`src/rtl/alu_wb_if.sv`:
```
`default_nettype none
// ============================================================================
// Module      : alu_wb_if
// Description : ALU-to-writeback handshake bundle (upstream op + RF write port)
// Revision    : 1.0
// ============================================================================
interface alu_wb_if #(
    parameter int DATA_W = 32,
    parameter int RD_W   = 5
);
    logic              in_valid;
    logic              in_ready;
    logic [DATA_W-1:0] in_result;
    logic [3:0]        in_flags;
    logic [2:0]        in_op;
    logic              in_b_zero;
    logic [RD_W-1:0]   in_rd;
    logic              in_we;
    logic              in_setf;
    logic              wb_valid;
    logic              wb_ready;
    logic [DATA_W-1:0] wb_data;
    logic [RD_W-1:0]   wb_rd;
    logic              wb_we;

    modport master (
        output in_valid, in_result, in_flags, in_op, in_b_zero, in_rd, in_we, in_setf, wb_ready,
        input  in_ready, wb_valid, wb_data, wb_rd, wb_we
    );

    modport slave (
        input  in_valid, in_result, in_flags, in_op, in_b_zero, in_rd, in_we, in_setf, wb_ready,
        output in_ready, wb_valid, wb_data, wb_rd, wb_we
    );
endinterface
`default_nettype wire

```
`src/rtl/alu_wb_stage.sv`:
```
`default_nettype none
// ============================================================================
// Module      : alu_wb_stage
// Description : Execute-to-writeback stage with 2-entry skid buffer, flag
//               commit, sticky divide-by-zero fault and retire counter
// Revision    : 1.0
// ============================================================================
module alu_wb_stage #(
    parameter int DATA_W = 32,
    parameter int RD_W   = 5,
    parameter int CNT_W  = 16
) (
    input  wire logic             clk,
    input  wire logic             rst,
    alu_wb_if.slave               bus,
    output logic [3:0]            flags_q,
    output logic                  div0_fault,
    output logic [CNT_W-1:0]      retired_cnt
);

    localparam logic [1:0] c_ST_EMPTY = 2'd0;
    localparam logic [1:0] c_ST_ONE   = 2'd1;
    localparam logic [1:0] c_ST_TWO   = 2'd2;

    logic [1:0]        r_state;
    logic              r_in_ready;

    logic [DATA_W-1:0] r_m_result;
    logic [3:0]        r_m_flags;
    logic [RD_W-1:0]   r_m_rd;
    logic              r_m_we;
    logic              r_m_setf;
    logic              r_m_fault;

    logic [DATA_W-1:0] r_s_result;
    logic [3:0]        r_s_flags;
    logic [RD_W-1:0]   r_s_rd;
    logic              r_s_we;
    logic              r_s_setf;
    logic              r_s_fault;

    logic [3:0]        r_flags_q;
    logic              r_div0_fault;
    logic [CNT_W-1:0]  r_retired_cnt;

    logic              w_wb_valid;
    logic              w_accept;
    logic              w_retire;
    logic              w_fault;

    assign w_wb_valid = (r_state != c_ST_EMPTY);
    assign w_accept   = bus.in_valid & r_in_ready;
    assign w_retire   = w_wb_valid & bus.wb_ready;
    // Divide (3) and modulo (7) by zero are the only faulting ops
    assign w_fault    = bus.in_b_zero & ((bus.in_op == 3'd3) | (bus.in_op == 3'd7));

    always_ff @(posedge clk) begin
        if (rst) begin
            r_state       <= c_ST_EMPTY;
            r_in_ready    <= 1'b1;
            r_m_result    <= '0;
            r_m_flags     <= '0;
            r_m_rd        <= '0;
            r_m_we        <= 1'b0;
            r_m_setf      <= 1'b0;
            r_m_fault     <= 1'b0;
            r_s_result    <= '0;
            r_s_flags     <= '0;
            r_s_rd        <= '0;
            r_s_we        <= 1'b0;
            r_s_setf      <= 1'b0;
            r_s_fault     <= 1'b0;
            r_flags_q     <= 4'b0000;
            r_div0_fault  <= 1'b0;
            r_retired_cnt <= '0;
        end else begin
            if (w_retire) begin
                r_retired_cnt <= r_retired_cnt + 1'b1;
                if (r_m_setf)  r_flags_q    <= r_m_flags;
                if (r_m_fault) r_div0_fault <= 1'b1;
            end

            case (r_state)
                c_ST_EMPTY: begin
                    if (w_accept) begin
                        r_m_result <= bus.in_result;
                        r_m_flags  <= bus.in_flags;
                        r_m_rd     <= bus.in_rd;
                        r_m_we     <= bus.in_we;
                        r_m_setf   <= bus.in_setf;
                        r_m_fault  <= w_fault;
                        r_state    <= c_ST_ONE;
                    end
                end
                c_ST_ONE: begin
                    if (w_accept && !w_retire) begin
                        r_s_result <= bus.in_result;
                        r_s_flags  <= bus.in_flags;
                        r_s_rd     <= bus.in_rd;
                        r_s_we     <= bus.in_we;
                        r_s_setf   <= bus.in_setf;
                        r_s_fault  <= w_fault;
                        r_state    <= c_ST_TWO;
                        r_in_ready <= 1'b0;
                    end else if (w_accept && w_retire) begin
                        // Old main retires this edge, new op takes its place
                        r_m_result <= bus.in_result;
                        r_m_flags  <= bus.in_flags;
                        r_m_rd     <= bus.in_rd;
                        r_m_we     <= bus.in_we;
                        r_m_setf   <= bus.in_setf;
                        r_m_fault  <= w_fault;
                    end else if (w_retire) begin
                        r_state <= c_ST_EMPTY;
                    end
                end
                c_ST_TWO: begin
                    if (w_retire) begin
                        r_m_result <= r_s_result;
                        r_m_flags  <= r_s_flags;
                        r_m_rd     <= r_s_rd;
                        r_m_we     <= r_s_we;
                        r_m_setf   <= r_s_setf;
                        r_m_fault  <= r_s_fault;
                        r_state    <= c_ST_ONE;
                        r_in_ready <= 1'b1;
                    end
                end
                default: begin
                    r_state    <= c_ST_EMPTY;
                    r_in_ready <= 1'b1;
                end
            endcase
        end
    end

    assign bus.in_ready = r_in_ready;
    assign bus.wb_valid = w_wb_valid;
    assign bus.wb_data  = r_m_result;
    assign bus.wb_rd    = r_m_rd;
    assign bus.wb_we    = w_wb_valid & r_m_we & ~r_m_fault;
    assign flags_q      = r_flags_q;
    assign div0_fault   = r_div0_fault;
    assign retired_cnt  = r_retired_cnt;

endmodule
`default_nettype wire

```
`src/flat_wrapper.sv`:
```
// flat-port wrapper written by rule: the top's interface ports become plain ports
module alu_wb_stage_flat 
#(
    parameter int DATA_W = 32,
    parameter int RD_W   = 5,
    parameter int CNT_W  = 16
)
  (clk, rst, flags_q, div0_fault, retired_cnt, bus_in_valid, bus_in_result, bus_in_flags, bus_in_op, bus_in_b_zero, bus_in_rd, bus_in_we, bus_in_setf, bus_wb_ready, bus_in_ready, bus_wb_valid, bus_wb_data, bus_wb_rd, bus_wb_we);
  alu_wb_if #(.DATA_W(DATA_W), .RD_W(RD_W)) bus_i ();
  input  wire logic clk;
  input  wire logic rst;
  output logic [3:0] flags_q;
  output logic div0_fault;
  output logic [CNT_W-1:0] retired_cnt;
  input wire logic [$bits(bus_i.in_valid)-1:0] bus_in_valid;
  input wire logic [$bits(bus_i.in_result)-1:0] bus_in_result;
  input wire logic [$bits(bus_i.in_flags)-1:0] bus_in_flags;
  input wire logic [$bits(bus_i.in_op)-1:0] bus_in_op;
  input wire logic [$bits(bus_i.in_b_zero)-1:0] bus_in_b_zero;
  input wire logic [$bits(bus_i.in_rd)-1:0] bus_in_rd;
  input wire logic [$bits(bus_i.in_we)-1:0] bus_in_we;
  input wire logic [$bits(bus_i.in_setf)-1:0] bus_in_setf;
  input wire logic [$bits(bus_i.wb_ready)-1:0] bus_wb_ready;
  output wire logic [$bits(bus_i.in_ready)-1:0] bus_in_ready;
  output wire logic [$bits(bus_i.wb_valid)-1:0] bus_wb_valid;
  output wire logic [$bits(bus_i.wb_data)-1:0] bus_wb_data;
  output wire logic [$bits(bus_i.wb_rd)-1:0] bus_wb_rd;
  output wire logic [$bits(bus_i.wb_we)-1:0] bus_wb_we;
  assign bus_i.in_valid = bus_in_valid;
  assign bus_i.in_result = bus_in_result;
  assign bus_i.in_flags = bus_in_flags;
  assign bus_i.in_op = bus_in_op;
  assign bus_i.in_b_zero = bus_in_b_zero;
  assign bus_i.in_rd = bus_in_rd;
  assign bus_i.in_we = bus_in_we;
  assign bus_i.in_setf = bus_in_setf;
  assign bus_i.wb_ready = bus_wb_ready;
  assign bus_in_ready = bus_i.in_ready;
  assign bus_wb_valid = bus_i.wb_valid;
  assign bus_wb_data = bus_i.wb_data;
  assign bus_wb_rd = bus_i.wb_rd;
  assign bus_wb_we = bus_i.wb_we;
  alu_wb_stage #(.DATA_W(DATA_W), .RD_W(RD_W), .CNT_W(CNT_W)) u_core (.clk(clk), .rst(rst), .bus(bus_i), .flags_q(flags_q), .div0_fault(div0_fault), .retired_cnt(retired_cnt));
endmodule
```
`config.mk`:
```
export PLATFORM = sky130hd
export DESIGN_NAME = alu_wb_stage_flat
export DESIGN_NICKNAME = d
export VERILOG_FILES = /design/src/rtl/alu_wb_if.sv /design/src/rtl/alu_wb_stage.sv /design/src/flat_wrapper.sv
export SDC_FILE = /design/constraint.sdc
export NUM_CORES = 1
export LEC_CHECK = 0
export CELL_PAD_IN_SITES_DETAIL_PLACEMENT = 0
export CELL_PAD_IN_SITES_GLOBAL_PLACEMENT = 1
export CORE_UTILIZATION = 39
export DETAILED_ROUTE_END_ITERATION = 12
export PLACE_DENSITY_LB_ADDON = 0.1
export SYNTH_ARGS = -nofsm -noshare
export SYNTH_HDL_FRONTEND = slang
export SYNTH_SLANG_ARGS = --single-unit
```
`constraint.sdc`:
```
create_clock -name clk -period 2.7 [get_ports clk]
set_input_delay 0.675 -clock clk [delete_from_list [all_inputs] [get_ports clk]]
set_output_delay 0.675 -clock clk [all_outputs]
set_load 0.01 [all_outputs]
```
==> insert_results.sql, run 1 <==
INSERT INTO impl_metrics (metric_group, metric, value, unit) VALUES
('synthesis', 'synth.yosys.seq_area_share', '0.504', ''),
('synthesis', 'synth_seq_cells', '112', ''),
('placed_design', 'dpl.cell_count', '738', ''),
('placed_design', 'finalWeightedCongestion', '0.738', ''),
('outcome', 'status', 'completed', ''),
('detailed_routing', 'post_route_wl', '10.4', 'mm'),
('synthesis', 'mappedNetlistNets', '567', ''),
('synthesis', 'post_synth_inst_count', '515', ''),
('detailed_routing', 'drt-wirelength-per-cell', '13.8', 'um'),
('pwr', 'power.share.sequential', '0.497', ''),
('floorplanning', 'io_pins', '112', ''),
('pwr', 'switching_share', '0.251', ''),
('floorplanning', 'die_height', '109', 'um'),
('finish', 'final_net_count', '661', ''),
('clocking', 'cts_buffers', '9', ''),
('pwr', 'power_frac_comb', '0.157', ''),
('timing', 'slew-limit-headroom', '0.579', ''),
('finish', 'num_antenna_cells', '0', ''),
('floorplanning', 'die-area', '11800', 'um2'),
('setup_path', 'endpoint_kind', 'output pin', ''),
('setup_path', 'cp_max_fo', '10', ''),
('grt', 'grt_antenna_before_repair', '0', ''),
('grt', 'overflow', '0', ''),
('finish', 'fin_cells', '754', ''),
('synthesis', 'syn_area', '4450', 'um2'),
('floorplanning', 'die-width', '109', 'um'),
('detailed_routing', 'vias', '3819', ''),
('pwr', 'power_frac_clock', '0.346', ''),
('flow_run', 'max_cap_viol_count', '0', ''),
('timing', 'report.final.slew_viol_count', '0', ''),
('timing', 'grt_setup_unrepaired', 'no', ''),
('timing', 'period_share', '0.917', ''),
('setup_path', 'required', '2.03', 'ns'),
('clocking', 'worst_setup_hold_path_clk_slew', '0.07', 'ns'),
('setup_path', 'path_cells', 'or2_2, and3b_1, clkdlybuf4s50_1', ''),
('setup_path', 'critical-path-max-stage-delay', '0.55', 'ns'),
('synthesis', 'postSynthAreaPerCell', '8.65', 'um2'),
('setup_path', 'crit_type', 'reg2out', ''),
('grt', 'grt_first_pass_wirelength', '16.8', 'mm'),
('clocking', 'cts_setup_buffers', '0', ''),
('floorplanning', 'core_region_area', '11000', 'um2'),
('detailed_routing', 'avgViaCountPerCell', '5.06', ''),
('worst_hold_path', 'hp-class', 'reg2reg', ''),
('pwr', 'max-vdd-ir-drop', '0.000384', 'V'),
('detailed_routing', 'drt_iter0_drc', '135', ''),
('finish', 'filler_cell_count', '1033', ''),
('synthesis', 'synth.lib_cells_used.distinct', '34', ''),
('timing', 'post_route_skew', '0.00557', 'ns'),
('clocking', 'clk_root_buf', 'clkbuf_16', ''),
('setup_path', 'critPathSlowestCell', 'dfxtp_1', ''),
('setup_path', 'setup.worst_path.start_class', 'register', ''),
('pwr', 'power_switching', '913', 'uW'),
('pwr', 'cell_internal_pwr', '2730', 'uW'),
('clocking', 'cts.htree.levels', '3', ''),
('clocking', 'cts_max_path_buffers', '2', ''),
('floorplanning', 'start_util', '0.405', ''),
('detailed_routing', 'detail-route-antenna-nets', '0', ''),
('clocking', 'cts_hold_buf', '0', ''),
('grt', 'grt_start_max_net_pins', '69', ''),
('clocking', 'post_cts.resized_instances', '0', ''),
('grt', 'via_count_of_the_first_global_routing_pass', '3567', ''),
('timing', 'hold_viol', '0', ''),
('grt', 'global_route.usage.total', '0.183', ''),
('clocking', 'clk_latency', '0.35', 'ns'),
('detailed_routing', 'pre_antenna_drt_iters', '4', ''),
('placed_design', 'port_buffers', '110', ''),
('synthesis', 'yosysWarnings', '0', ''),
('timing', 'tightest_slew', '0.625', 'ns'),
('timing', 'timing.setup.tns', '0', 'ns'),
('timing', 'final_period_minus_worst_setup_slack', '2.47', 'ns'),
('detailed_routing', 'drt_drc_violations_left', '0', ''),
('finish', 'area.growth.synth_to_final', '34.5', '%'),
('placed_design', 'place.detailed.hpwl', '6.66', 'mm'),
('timing', 'setup_violations', '0', ''),
('pwr', 'leakage', '0.00198', 'uW'),
('floorplanning', 'core.rowCount', '38', ''),
('clocking', 'tritoncts', 'yes', ''),
('pwr', 'p_per_area', '608', 'nW/um2'),
('timing', 'maxClockFrequency', '404', 'MHz'),
('finish', 'fraction_of_layout_cells_with_a_size_suffix_above_1', '0.0505', ''),
('clocking', 'cts.sinks', '112', ''),
('setup_path', 'arrival', '1.80', 'ns');
==> power by group through the flow <==
stage          logic [uW]  registers [uW]  clock network [uW]
6_report              571            1810                1260
5_1_grt               627            1820                1380
4_1_cts               579            1810                1300
3_5_place_dp          577            1850                   0
3_3_place_gp          570            1840                   0
2_1_floorplan         252            1870                   0
==> metrics by stage <==
step	worst slack, ns	power (uW)	hold WS, ns	util	cell area [um2]
3_5_place_dp	0.155	2430	0.446	0.520	5710
3_3_place_gp	0.167	2410	0.441	0.520	5710
2_1_floorplan	0.851	2120	0.436	-	4450
5_1_grt	0.144	3830	0.473	0.545	5990
4_1_cts	0.198	3690	0.456	0.545	5990
6_report	0.225	3640	0.453	0.545	5990
==> metal layers <==
layer  vias up  global-route usage  share of wire
li1       1963                   -              -
met1      1773               0.233           0.48
met2        72               0.296           0.45
met3        11              0.0532          0.051
met4         0              0.0637          0.013
met5         -                   0              0
==> critical path: cells and delay by family, from the launching register on <==
kind | cells | cell delay [ns]
flops | 1 | 0.55
simple gates | 2 | 0.36
buf+inv | 1 | 0.55
==> worst paths after layout <==
| check | from | end | slack (ns) | cells after the start |
|---|---|---|---|---|
| setup / recovery | u_core.r_state[1]$_SDFFE_PP0P_ | bus_wb_we | 0.23 | 3 |
| hold / removal | u_core.r_s_result[21]$_SDFFE_PP0N_ | u_core.r_s_result[21]$_SDFFE_PP0N_ | 0.45 | 2 |
| setup reg to reg | u_core.r_state[1]$_SDFFE_PP0P_ | u_core.retired_cnt[14]$_SDFFE_PP0P_ | 0.81 | 5 |
| hold reg to reg | u_core.r_s_result[21]$_SDFFE_PP0N_ | u_core.r_s_result[21]$_SDFFE_PP0N_ | 0.45 | 2 |
==> cells by family after synthesis <==
family / after synthesis / synth area share
adders and majority gates: 1 / 0.00281
buffers and inverters: 40 / 0.0368
xor gates and xnor gates: 11 / 0.0216
AOI/OAI and AO/OA: 112 / 0.153
muxes: 43 / 0.0967
DFF: 112 / 0.504
and+or+nand+nor: 196 / 0.185
==> cell type report <==
class | count | area (um2) | share of cell area
clock inverters | 2 | 13.8 | 0.00230
flip-flops and latches | 112 | 2240 | 0.374
well taps | 140 | 175 | 0.0292
multi-input cells | 363 | 2070 | 0.345
inverters | 2 | 7.51 | 0.00125
clock buffers | 14 | 264 | 0.0441
repair buffers | 121 | 1220 | 0.203
==> sequential cells by signal, indices dropped and copies added (netlist names), 4 cells and up <==
register,count
u_core.bus.wb_data,32
u_core.r_s_result,32
u_core.retired_cnt,16
u_core.bus.wb_rd,5
u_core.r_s_rd,5
u_core.flags_q,4
u_core.r_m_flags,4
u_core.r_s_flags,4
==> cells in the final DEF, fill, tap and decap left out, types with 2 or more instances in the layout <==
master / count
dfxtp_1: 112
buf_4: 9
clkbuf_8: 2
nand3_1: 8
buf_12: 3
o21ai_0: 6
nand4_1: 3
nand2_1: 104
nor4_1: 2
a211oi_1: 44
clkdlybuf4s50_1: 109
xnor2_1: 7
xor2_1: 4
clkbuf_16: 9
mux2i_1: 43
inv_1: 2
clkbuf_1: 3
nor2_1: 56
nor2b_1: 2
or3_1: 4
nor3_1: 4
nand4b_1: 2
a21oi_1: 58
==> cell usage after synthesis, drive strengths merged <==
cell,n,area (um2)
or2,2,12.5
or3,5,31.3
nor2,56,210
nand2,104,390
nor4,2,12.5
mux2i,43,430
o21bai,1,7.51
inv,2,7.51
clkbuf,28,105
or4,2,18.8
a21oi,58,290
xnor2,7,61.3
nand3,8,40.0
o21ai,7,35.0
a211oi,44,330
and3b,1,8.76
nor3,5,25.0
nand4,3,18.8
nor2b,3,18.8
ha,1,12.5
o21a,1,7.51
buf,10,51.3
xor2,4,35.0
nand4b,2,17.5
dfxtp,112,2240
and3,1,6.26
o31ai,1,12.5
nand2b,1,6.26
nand3b,1,7.51
No activity file was read; power rests on OpenSTA's default activity.
==> inputs of run 2 (changes only) <==
REMOVE_ABC_BUFFERS = 1   (was default)
==> run 2 against run 1 <==
  * Utilization is 0.30 points higher
  * Sequential power hardly changed
  * Non-clock buffer count grew 4
  * Hold slack barely moved
  * Final cell count rose by 0.53%
  * Highest routed layer unchanged
  * Count of clock-buffer cells in the layout shrank 1
  * Via count up 0.58%
  * Final area up 0.54%
  * Sequential share of layout area fell by 0.20 points
  * Register-to-register slack better by 0.06 ns
  * Global-route usage fell by 0.10 points
==> insert_results.sql, run 2 (synthesis results as in run 1) <==
INSERT INTO impl_metrics (metric_group, metric, value, unit) VALUES
('detailed_routing', 'vias', '3841', ''),
('clocking', 'cts.sinks', '112', ''),
('floorplanning', 'die-area', '11800', 'um2'),
('worst_hold_path', 'worst_hold_startpoint', 'u_core.r_s_flags[1]$_SDFFE_PP0N_', ''),
('floorplanning', 'core_region_area', '11000', 'um2'),
('timing', 'grt_setup_unrepaired', 'no', ''),
('finish', 'area.growth.synth_to_final', '35.3', '%'),
('setup_path', 'worst_reg_to_reg_cells', '5', ''),
('clocking', 'cts_hold_buf', '0', ''),
('grt', 'global_route.usage.total', '0.182', ''),
('floorplanning', 'start_util', '0.405', ''),
('detailed_routing', 'post_route_wl', '10.3', 'mm'),
('timing', 'timing.hold.ws', '0.453', 'ns'),
('clocking', 'tritoncts', 'yes', ''),
('pwr', 'power_frac_comb', '0.159', ''),
('pwr', 'power.share.sequential', '0.502', ''),
('detailed_routing', 'drt_iter0_drc', '180', ''),
('setup_path', 'arrival', '1.74', 'ns'),
('placed_design', 'place.detailed.hpwl', '6.60', 'mm'),
('pwr', 'p_per_area', '598', 'nW/um2'),
('pwr', 'power_switching', '902', 'uW'),
('pwr', 'leakage', '0.00200', 'uW'),
('timing', 'period_share', '0.896', ''),
('pwr', 'switching_share', '0.250', ''),
('setup_path', 'rr_endpoint', 'u_core.r_s_rd[3]$_SDFFE_PP0N_', ''),
('placed_design', 'placed_cell_area', '5760', 'um2'),
('grt', 'grtUsageMet2', '0.298', ''),
('grt', 'grt_start_max_net_pins', '113', ''),
('detailed_routing', 'pre_antenna_drt_iters', '4', ''),
('setup_path', 'required', '2.03', 'ns'),
('grt', 'grt_first_pass_wirelength', '16.7', 'mm'),
('pwr', 'cell_internal_pwr', '2700', 'uW'),
('grt', 'overflow', '0', ''),
('clocking', 'clk_root_buf', 'clkbuf_16', ''),
('timing', 'setup_violations', '0', ''),
('setup_path', 'setup.worst_path.start_class', 'register', ''),
('detailed_routing', 'drt_drc_violations_left', '0', ''),
('setup_path', 'crit_type', 'reg2out', ''),
('clocking', 'clk_latency', '0.34', 'ns'),
('timing', 'post_route_skew', '0.00523', 'ns'),
('worst_hold_path', 'hp-class', 'reg2reg', ''),
('placed_design', 'dpl.cell_count', '742', ''),
('grt', 'met1_usage', '0.221', ''),
('placed_design', 'place_worst_setup_slack', '0.207', 'ns'),
('timing', 'report.final.slew_viol_count', '0', ''),
('timing', 'slew-limit-headroom', '0.663', ''),
('finish', 'layout.cell_area.non_filler', '6020', 'um2'),
('setup_path', 'endpoint_kind', 'output pin', ''),
('finish', 'fraction_of_layout_cells_with_a_size_suffix_above_1', '0.0566', ''),
('worst_hold_path', 'min_delay_worst_endpoint', 'u_core.r_s_flags[1]$_SDFFE_PP0N_', ''),
('detailed_routing', 'drt-wirelength-per-cell', '13.6', 'um'),
('placed_design', 'port_buffers', '110', ''),
('clocking', 'cts_max_path_buffers', '2', ''),
('timing', 'tightest_slew', '0.505', 'ns'),
('pwr', 'max-vdd-ir-drop', '0.000353', 'V'),
('clocking', 'cts.htree.levels', '3', ''),
('clocking', 'cts_setup_buffers', '0', ''),
('floorplanning', 'core.rowCount', '38', ''),
('setup_path', 'cp_max_fo', '8', ''),
('timing', 'final_period_minus_worst_setup_slack', '2.42', 'ns'),
('outcome', 'status', 'completed', ''),
('timing', 'timing.setup.tns', '0', 'ns'),
('placed_design', 'finalWeightedCongestion', '0.703', ''),
('floorplanning', 'die_height', '109', 'um'),
('worst_hold_path', 'whs_path_depth', '2', ''),
('clocking', 'post_cts.resized_instances', '0', ''),
('grt', 'gr-usage-met3', '0.0646', ''),
('floorplanning', 'die-width', '109', 'um'),
('finish', 'final_cell_mix', 'dfxtp_1 (112), clkdlybuf4s50_1 (109), nand2_1 (104), a21oi_1 (58), nor2_1 (56)', ''),
('grt', 'grt_most_used_layer', 'met2', ''),
('grt', 'via_count_of_the_first_global_routing_pass', '3528', ''),
('clocking', 'worst_setup_hold_path_clk_slew', '0.07', 'ns'),
('finish', 'fin_cells', '758', ''),
('finish', 'most_common_library_cell_in_the_layout_ignoring_fill_and_taps', 'dfxtp_1', ''),
('detailed_routing', 'detail-route-antenna-nets', '0', ''),
('timing', 'maxClockFrequency', '413', 'MHz'),
('timing', 'final.setup.worst_slack', '0.281', 'ns'),
('grt', 'grt_antenna_before_repair', '0', ''),
('finish', 'num_antenna_cells', '0', ''),
('setup_path', 'timing.critical_path.from', 'u_core.r_state[0]$_SDFFE_PP0P_', ''),
('flow_run', 'max_cap_viol_count', '0', ''),
('pwr', 'power_frac_clock', '0.339', ''),
('timing', 'hold_viol', '0', ''),
('setup_path', 'rr_startpoint', 'u_core.r_state[0]$_SDFFE_PP0P_', ''),
('floorplanning', 'io_pins', '112', ''),
('detailed_routing', 'avgViaCountPerCell', '5.07', ''),
('clocking', 'cts_buffers', '9', ''),
('setup_path', 'timing.reg2reg.setup_slack', '0.87', 'ns'),
('finish', 'final_net_count', '665', '');
## run 2: power groups by stage
stage / clock network (uW) / logic, uW / registers, uW
after CTS: 1260 / 582 / 1810
after global placement: 0 / 571 / 1840
final: 1220 / 573 / 1810
after floorplan: 0 / 234 / 1870
after global routing: 1330 / 632 / 1820
after detailed placement: 0 / 580 / 1850
## run 2: metal layers
layer  wire, um  share of wire
met1       4590           0.44
met2       4940           0.48
met3        653          0.063
met4        138          0.013
met5          0              0
## run 2: worst max path at each step
stage	endpoint	cells after the start
5_1_grt	bus_wb_we	3
2_1_floorplan	u_core.bus.wb_data[0]$_SDFFE_PP0P_	3
6_report	bus_wb_we	3
3_5_place_dp	u_core.r_s_rd[3]$_SDFFE_PP0N_	6
4_1_cts	bus_wb_we	3
3_3_place_gp	u_core.r_s_result[29]$_SDFFE_PP0N_	6
## run 2: worst max-delay path, cell delays in order, from the launching register on
cell	delay (ns)
dfxtp_1	0.51
or2_2	0.19
and3b_1	0.17
clkdlybuf4s50_1	0.53
## run 2: layout make-up
type                    count  area [um2]
inverters                   2        7.51
repair buffers            125        1260
clock buffers              13         250
fillers                  1034        4960
flip-flops and latches    112        2240
clock inverters             3        17.5
multi-input cells         363        2070
well taps                 140         175
## run 2: stage by stage
stage | total power, uW | utilization
after global routing | 3790 | 0.548
after CTS | 3660 | 0.548
after global placement | 2420 | 0.524
after floorplan | 2100 | -
after detailed placement | 2430 | 0.524
final | 3600 | 0.548
==> inputs of run 3 (changes only) <==
CORE_UTILIZATION = 30   (was 39)
==> run 3 against run 2 <==
  * Sequential share of layout area fell by 0.41 points
  * Combinational power barely moved
  * Sequential cell count did not move
  * Die area rose by 29%
  * Power rose by 2.5%
  * Final area rose by 1.1%
  * Hold slack improved by 0.0014 ns
  * Maximum frequency fell by 2.2%
==> insert_results.sql, run 3 (synthesis results as in run 1) <==
INSERT INTO impl_metrics (metric_group, metric, value, unit) VALUES
('detailed_routing', 'drt-wirelength-per-cell', '13.7', 'um'),
('finish', 'fin_cells', '800', ''),
('timing', 'setup_violations', '0', ''),
('setup_path', 'path_cells', 'or2_2, and3b_1, clkdlybuf4s50_1', ''),
('floorplanning', 'die-width', '124', 'um'),
('finish', 'area.growth.synth_to_final', '36.8', '%'),
('detailed_routing', 'detail-route-antenna-nets', '0', ''),
('timing', 'hold_viol', '0', ''),
('timing', 'grt_setup_unrepaired', 'no', ''),
('timing', 'period_share', '0.916', ''),
('setup_path', 'endpoint_kind', 'output pin', ''),
('detailed_routing', 'drt_iter0_drc', '176', ''),
('floorplanning', 'core_region_area', '14500', 'um2'),
('setup_path', 'crit_type', 'reg2out', ''),
('clocking', 'cts_hold_buf', '0', ''),
('placed_design', 'place.detailed.hpwl', '7.09', 'mm'),
('pwr', 'max-vdd-ir-drop', '0.000441', 'V'),
('setup_path', 'timing.critical_path.from', 'u_core.r_state[1]$_SDFFE_PP0P_', ''),
('grt', 'grt_first_pass_wirelength', '17.7', 'mm'),
('finish', 'filler_cell_count', '1465', ''),
('finish', 'fraction_of_layout_cells_with_a_size_suffix_above_1', '0.0536', ''),
('clocking', 'post_cts.resized_instances', '0', ''),
('floorplanning', 'start_util', '0.306', ''),
('timing', 'post_route_skew', '0.00408', 'ns'),
('clocking', 'cts_buffers', '9', ''),
('finish', 'num_antenna_cells', '0', ''),
('setup_path', 'critPathSlowestCell', 'dfxtp_1', ''),
('setup_path', 'worst_reg_to_reg_cells', '4', ''),
('outcome', 'status', 'completed', ''),
('timing', 'maxClockFrequency', '404', 'MHz'),
('detailed_routing', 'avgViaCountPerCell', '4.73', ''),
('finish', 'final_core_utilization', '0.419', ''),
('finish', 'most_common_library_cell_in_the_layout_ignoring_fill_and_taps', 'dfxtp_1', ''),
('clocking', 'cts_setup_buffers', '0', ''),
('grt', 'grt_antenna_before_repair', '0', ''),
('setup_path', 'cp_max_fo', '10', ''),
('setup_path', 'setup.worst_path.start_class', 'register', ''),
('grt', 'via_count_of_the_first_global_routing_pass', '3555', ''),
('grt', 'global_route.usage.total', '0.151', ''),
('placed_design', 'port_buffers', '110', ''),
('detailed_routing', 'post_route_wl', '11.0', 'mm'),
('floorplanning', 'core.rowCount', '44', ''),
('timing', 'timing.hold.ws', '0.455', 'ns'),
('pwr', 'leakage', '0.00201', 'uW'),
('flow_run', 'max_cap_viol_count', '0', ''),
('floorplanning', 'io_pins', '112', ''),
('detailed_routing', 'drt_drc_violations_left', '0', ''),
('setup_path', 'rr_endpoint', 'u_core.retired_cnt[15]$_SDFFE_PP0P_', ''),
('clocking', 'clk_root_buf', 'clkbuf_16', ''),
('pwr', 'p_per_area', '606', 'nW/um2'),
('setup_path', 'critical-path-max-stage-delay', '0.55', 'ns'),
('detailed_routing', 'vias', '3783', ''),
('timing', 'tightest_slew', '0.515', 'ns'),
('timing', 'slew-limit-headroom', '0.656', ''),
('setup_path', 'timing.reg2reg.setup_slack', '0.83', 'ns'),
('placed_design', 'placed_cell_area', '5810', 'um2'),
('clocking', 'clk_latency', '0.34', 'ns'),
('setup_path', 'rr_startpoint', 'u_core.r_state[1]$_SDFFE_PP0P_', ''),
('setup_path', 'arrival', '1.80', 'ns'),
('timing', 'timing.setup.tns', '0', 'ns'),
('clocking', 'tritoncts', 'yes', ''),
('finish', 'final_cell_mix', 'dfxtp_1 (112), clkdlybuf4s50_1 (109), nand2_1 (104), a21oi_1 (58), nor2_1 (56)', ''),
('detailed_routing', 'pre_antenna_drt_iters', '4', ''),
('grt', 'overflow', '0', ''),
('clocking', 'cts_max_path_buffers', '2', ''),
('setup_path', 'required', '2.03', 'ns'),
('clocking', 'worst_setup_hold_path_clk_slew', '0.07', 'ns'),
('floorplanning', 'die_height', '124', 'um'),
('placed_design', 'finalWeightedCongestion', '0.736', ''),
('finish', 'layout.cell_area.non_filler', '6090', 'um2'),
('worst_hold_path', 'hp-class', 'reg2reg', ''),
('grt', 'grt_start_max_net_pins', '53', ''),
('floorplanning', 'die-area', '15300', 'um2'),
('clocking', 'cts.sinks', '112', ''),
('placed_design', 'dpl.cell_count', '784', ''),
('timing', 'final_period_minus_worst_setup_slack', '2.47', 'ns'),
('clocking', 'cts.htree.levels', '3', ''),
('setup_path', 'crit_path_end', 'bus_wb_we', ''),
('timing', 'report.final.slew_viol_count', '0', ''),
('finish', 'final_net_count', '663', '');
[run 3: changes by cell type in the layout (fill, tap and decap cells not counted)]
cell        delta
clkbuf_8       -1
bufinv_16      +1
buf_4          -3
clkinv_2       +1
clkinvlp_4     -1
buf_12         +1
[run 3: final cells by class]
cell class	instances	area (um2)	share of cell area
well taps	184	230	0.0378
clock buffers	12	236	0.0388
repair buffers	123	1260	0.207
multi-input cells	363	2070	0.340
flip-flops and latches	112	2240	0.368
inverters	2	7.51	0.00123
clock inverters	4	45.0	0.00740
[run 3: worst min-delay path by stage]
stage          slack, ns  depth (start not counted)                                 end                          startpoint
6_report            0.45                          2      u_core.flags_q[3]$_SDFFE_PP0P_      u_core.flags_q[3]$_SDFFE_PP0P_
5_1_grt             0.47                          2   u_core.r_s_result[7]$_SDFFE_PP0N_   u_core.r_s_result[7]$_SDFFE_PP0N_
4_1_cts             0.46                          2        u_core.r_s_setf$_SDFFE_PP0N_        u_core.r_s_setf$_SDFFE_PP0N_
3_5_place_dp        0.45                          2        u_core.r_s_setf$_SDFFE_PP0N_        u_core.r_s_setf$_SDFFE_PP0N_
3_3_place_gp        0.44                          2  u_core.r_s_result[18]$_SDFFE_PP0N_  u_core.r_s_result[18]$_SDFFE_PP0N_
2_1_floorplan       0.43                          2    u_core.r_s_flags[0]$_SDFFE_PP0N_    u_core.r_s_flags[0]$_SDFFE_PP0N_
[run 3: critical path, delay by kind of cell (launching register included)]
family | cells | cell delay, ns
flip-flops | 1 | 0.55
buffers and inverters | 1 | 0.54
AND/OR/NAND/NOR | 2 | 0.36
[run 3: where the power goes]
| part | internal [uW] | total (uW) | switching (uW) |
|---|---|---|---|
| logic | 303 | 576 | 273 |
| registers | 1750 | 1810 | 61.3 |
| clock network | 717 | 1300 | 587 |
| total | 2770 | 3690 | 922 |
[run 3: through the flow]
stage          setup slack [ns]  total power [uW]
6_report                  0.227              3690
5_1_grt                   0.129              3890
4_1_cts                   0.197              3760
3_5_place_dp              0.103              2440
3_3_place_gp              0.134              2430
2_1_floorplan             -1.39              2100
[run 3: routing by layer]
metal,up-vias,share of wire,GRT usage
li1,1964,-,-
met1,1733,0.46,0.186
met2,78,0.46,0.244
met3,8,0.068,0.0623
met4,0,0.0090,0.0361
met5,-,0,0
